File: src/rtl/piso_serializer.sv
// Parallel-in serial-out serializer: valid/ready word load,
// one bit per enabled clock, valid/last framing, gapless streaming.
module piso_serializer #(
  parameter int WIDTH     = 8,
  parameter bit MSB_FIRST = 1'b0,
  localparam int CNT_W    = $clog2(WIDTH)
) (
  input  logic             clk_i,
  input  logic             rst_ni,
  input  logic [WIDTH-1:0] data_i,
  input  logic             data_valid_i,
  output logic             data_ready_o,
  input  logic             shift_en_i,
  output logic             serial_o,
  output logic             serial_valid_o,
  output logic             serial_last_o,
  output logic [CNT_W-1:0] bit_idx_o,
  output logic             done_o
);

  typedef enum logic {
    IDLE  = 1'b0,
    SHIFT = 1'b1
  } state_t;

  localparam logic [CNT_W-1:0] LAST = CNT_W'(WIDTH - 1);

  state_t           state_q;
  state_t           state_d;
  logic [WIDTH-1:0] shift_q;
  logic [WIDTH-1:0] shift_nx;
  logic [CNT_W-1:0] cnt_q;
  logic             done_q;
  logic             at_last;
  logic             accept;

  assign at_last = (cnt_q == LAST);
  assign accept  = data_valid_i && data_ready_o;

  // Shifted word moves the next bit onto the output end
  generate
    if (MSB_FIRST) begin : g_msb
      assign shift_nx = {shift_q[WIDTH-2:0], 1'b0};
    end else begin : g_lsb
      assign shift_nx = {1'b0, shift_q[WIDTH-1:1]};
    end
  endgenerate

  always_ff @(posedge clk_i or negedge rst_ni) begin
    if (!rst_ni) begin
      state_q <= IDLE;
    end else begin
      state_q <= state_d;
    end
  end

  always_comb begin
    state_d = state_q;
    unique case (state_q)
      IDLE: begin
        if (accept) state_d = SHIFT;
      end
      SHIFT: begin
        if (shift_en_i && at_last && !accept) state_d = IDLE;
      end
      default: state_d = IDLE;
    endcase
  end

  always_comb begin
    data_ready_o   = 1'b0;
    serial_o       = 1'b0;
    serial_valid_o = 1'b0;
    serial_last_o  = 1'b0;
    unique case (state_q)
      IDLE: begin
        data_ready_o = 1'b1;
      end
      SHIFT: begin
        data_ready_o   = at_last && shift_en_i;
        serial_valid_o = 1'b1;
        serial_last_o  = at_last;
        serial_o       = MSB_FIRST ? shift_q[WIDTH-1]
                                   : shift_q[0];
      end
      default: ;
    endcase
  end

  assign bit_idx_o = cnt_q;
  assign done_o    = done_q;

  always_ff @(posedge clk_i or negedge rst_ni) begin
    if (!rst_ni) begin
      shift_q <= '0;
      cnt_q   <= '0;
      done_q  <= 1'b0;
    end else begin
      done_q <= 1'b0;
      unique case (state_q)
        IDLE: begin
          if (accept) begin
            shift_q <= data_i;
            cnt_q   <= '0;
          end
        end
        SHIFT: begin
          if (shift_en_i) begin
            if (at_last) begin
              done_q <= 1'b1;
              if (accept) begin
                shift_q <= data_i;
                cnt_q   <= '0;
              end else begin
                shift_q <= '0;
              end
            end else begin
              shift_q <= shift_nx;
              cnt_q   <= cnt_q + 1'b1;
            end
          end
        end
        default: ;
      endcase
    end
  end

endmodule

File: config.mk
export PLATFORM = sky130hd
export DESIGN_NAME = piso_serializer
export DESIGN_NICKNAME = d
export VERILOG_FILES = /design/src/rtl/piso_serializer.sv
export SDC_FILE = /design/constraint.sdc
export NUM_CORES = 1
export LEC_CHECK = 0
export BUFFER_PORTS_ARGS = -buffer_cell sky130_fd_sc_hd__clkbuf_2
export CAP_MARGIN = 0
export CORE_AREA = 8 8 45 47
export DETAILED_ROUTE_END_ITERATION = 12
export DIE_AREA = 0 0 53 55
export HOLD_SLACK_MARGIN = 0.1
export MAX_ROUTING_LAYER = met4
export PLACE_DENSITY = 0.73
export SLEW_MARGIN = 20
export SYNTH_ARGS = -nofsm -noshare
export SYNTH_HDL_FRONTEND = slang
export SYNTH_SLANG_ARGS = --single-unit
File: constraint.sdc
create_clock -name clk_i -period 1.9 [get_ports clk_i]
set_input_delay 0.095 -clock clk_i [delete_from_list [all_inputs] [get_ports clk_i]]
set_output_delay 0.095 -clock clk_i [all_outputs]
set_load 0.02 [all_outputs]
==> results.tsv <==
metric	value	unit
Post-synth EDFFs	0	
Tot GR Track Use	11.6	%
required time worst endpoint	2.06	ns
critical path peak fanout	8	
Slew HR	62.7	%
Port-buffer cells	19	
Max VDD drop	565	µV
die area	2920	µm²
diode count	0	
fmax	577	MHz
synth warn	0	
TritonCTS clock tree	done	
Starting Density	43.9	%
chip height	55	µm
worst min-delay path class	in2reg	
Area contributors post-synth	dfrtp_1 (54%), a221o_1 (12%), and3_1 (8.2%)	
Hold Fails Final Rpt	0	
Synth top cells by count	dfrtp_1 (13), and3_1 (8), a221o_1 (7), a22o_1 (3)	
Worst Setup EP	bit_idx_o[0]	
power density cells	1110	nW/µm²
Tcrit/Tclk final	91.2	%
vias	501	
core area	1380	µm²
WL/cell	15.2	µm
cts repair resizes	0	
Syn Inst Count	48	
crit path capture type	flip-flop	
CTS Buf Count	3	
root buffer cell	clkbuf_4	
P_leak	0.000461	µW
row cnt	14	
post-route minimum period	1.73	ns
drt first pass iters	4	
PnR worst setup slack	0.166	ns
worst reg2reg path endpoint	bit_idx_o[0]	
DRC viols	0	
nets	95	
Syn Area/Cell	12.6	µm²
synthesis-to-layout area growth	37.9	%
vias in the first global route	531	
fin. max-slew vios	0	
register bit total from synthesis	13	
Crit. Startpoint	bit_idx_o[0]	
clock tree buffer depth	2	
Startpoint Class	flip-flop	
TNS Setup	0	ns
RR Startpoint	bit_idx_o[0]	
RSZ-0062 raised after global routing	no	
initial antenna violation count	0	
largest net degree at the start of global routing	14	
Top Ports	20	
worst slack at placement	0.178	ns
cell taking the most area after synthesis	dfrtp_1	
Post-Syn Nets	62	
DRT Wirelength	1.46	mm
Final ANT Viol Nets	0	
initial DRC count	14	
total grt overflow	0	
global-route wire length before repair	2.31	mm
ys flop type	dfrtp_1	
Setup Crit Path Kind	reg2reg	
Clock Skews	0.00138	ns
Sink Count	13	
# Max-Cap Violations	0	
actual slew at the worst max-slew pin	0.558	ns
Clock Latency Late Sink	0.27	ns
status	finished, final reports clean	
Cell Area, Synth	607	µm²
ratio of cells with drive above 1 in the final layout	33.8	%
Fill cells	120	
clk slew on worst S/H paths	0.07	ns
top cell type's share of synthesized area	53.6	%
final setup violation count	0	
cells on worst reg2reg path	5	
H-tree depth	1	
dpl hpwl	983	µm
Placer Congestion	0.777	
die span in x	53	µm
drt via density	5.22	
top-count cell post-synth	dfrtp_1	
Post-synth ARST share	100	%
post-synth cell types	16	
r2r setup slk	0.17	ns
Seq/Total Area, Yosys	53.6	%
total setup buffers inserted after CTS	0	
WP data arrival	1.89	ns
-- worst max-delay path, stage by stage (launching register included) --
cell	delay (ns)
dfrtp_1	0.40
ha_1	0.21
ha_1	0.23
and2b_1	0.34
o22ai_1	0.16
mux2_2	0.28
-- layout by cell type (no fill, tap or decap) --
master / synthesis / routed
a21boi_2: 2 / 2
a221o_1: 7 / 7
a22o_1: 3 / 3
and2_1: 2 / 2
and2b_1: 1 / 1
and3_1: 8 / 8
clkbuf_1: 0 / 1
clkbuf_2: 0 / 19
clkbuf_4: 0 / 3
dfrtp_1: 13 / 13
dlygate4sd3_1: 0 / 10
ha_1: 2 / 2
inv_1: 2 / 2
mux2_2: 2 / 2
nand2_1: 1 / 1
nor2_1: 1 / 1
nor2b_1: 1 / 1
o22ai_1: 1 / 1
or2_2: 1 / 1
-- worst min path at each step --
stage | startpoint | to | slack (ns) | cells past startpoint
3_5_place_dp | rst_ni | shift_q[4] | 0.002 | 1
2_1_floorplan | rst_ni | bit_idx_o[0] | -0.20 | 0
5_1_grt | shift_en_i | done_o | 0.16 | 2
6_report | shift_en_i | done_o | 0.15 | 2
3_3_place_gp | rst_ni | shift_q[4] | 0.002 | 1
4_1_cts | shift_en_i | done_o | 0.14 | 2
-- through the flow --
| stage | utilization (%) | hold slack (ns) | area (µm²) | power [µW] | std cells |
|---|---|---|---|---|---|
| 2_1_floorplan | - | -0.201 | 607 | 645 | 48 |
| 3_3_place_gp | 51.4 | 0.00215 | 711 | 741 | 82 |
| 3_5_place_dp | 51.4 | 0.00197 | 711 | 753 | 82 |
| 4_1_cts | 60.5 | 0.141 | 837 | 937 | 96 |
| 5_1_grt | 60.5 | 0.155 | 837 | 1000 | 96 |
| 6_report | 60.5 | 0.150 | 837 | 926 | 96 |
-- metal layers --
| metal | vias to the layer above | part of all wire, % | GRT usage, % |
|---|---|---|---|
| met5 | - | 0 | - |
| met4 | 0 | 2.1 | 10.3 |
| met3 | 2 | 4.9 | 2.14 |
| met2 | 11 | 52 | 19.3 |
| met1 | 240 | 41 | 11.5 |
| li1 | 248 | - | - |
-- what timing repair did --
action | 4_1_cts | 5_1_grt
endpoints found under the hold margin | 22 | 0
hold buffers | 10 | 0
setup endpoints to repair | 0 | 0
-- state kept, by name, indices dropped and copies added, names as in the netlist --
name       cells
bit_idx_o      3
state_q        1
done_o         1
shift_q        8
-- final cells by class --
type	count	area (µm²)	share of cell area [%]
Clock buffer	4	26.3	3.14
Multi-Input combinational cell	32	263	31.4
Inverter	2	7.51	0.897
Tap cell	16	20.0	2.39
Timing Repair Buffer	29	195	23.3
Sequential cell	13	325	38.9
-- power breakdown --
group          internal [µW]  switching [µW]  leakage (µW)
clock network           81.2            82.7     0.0000150
logic                    169             174      0.000278
registers                363            55.6      0.000168
total                    613             312      0.000461
-- cell families (layout without fill, tap and decap cells) --
family                   after synthesis  in the layout  share of synthesized area [%]
AO/OA/AOI/OAI                         13             13                           20.6
flip-flops                            13             13                           53.6
multiplexers                           2              2                           3.71
adder cells (fa/ha/maj)                2              2                           4.12
buffers and inverters                  3             35                           3.09
AND/OR/NAND/NOR                       15             15                           14.8
Power figures use the tool's default switching activity.
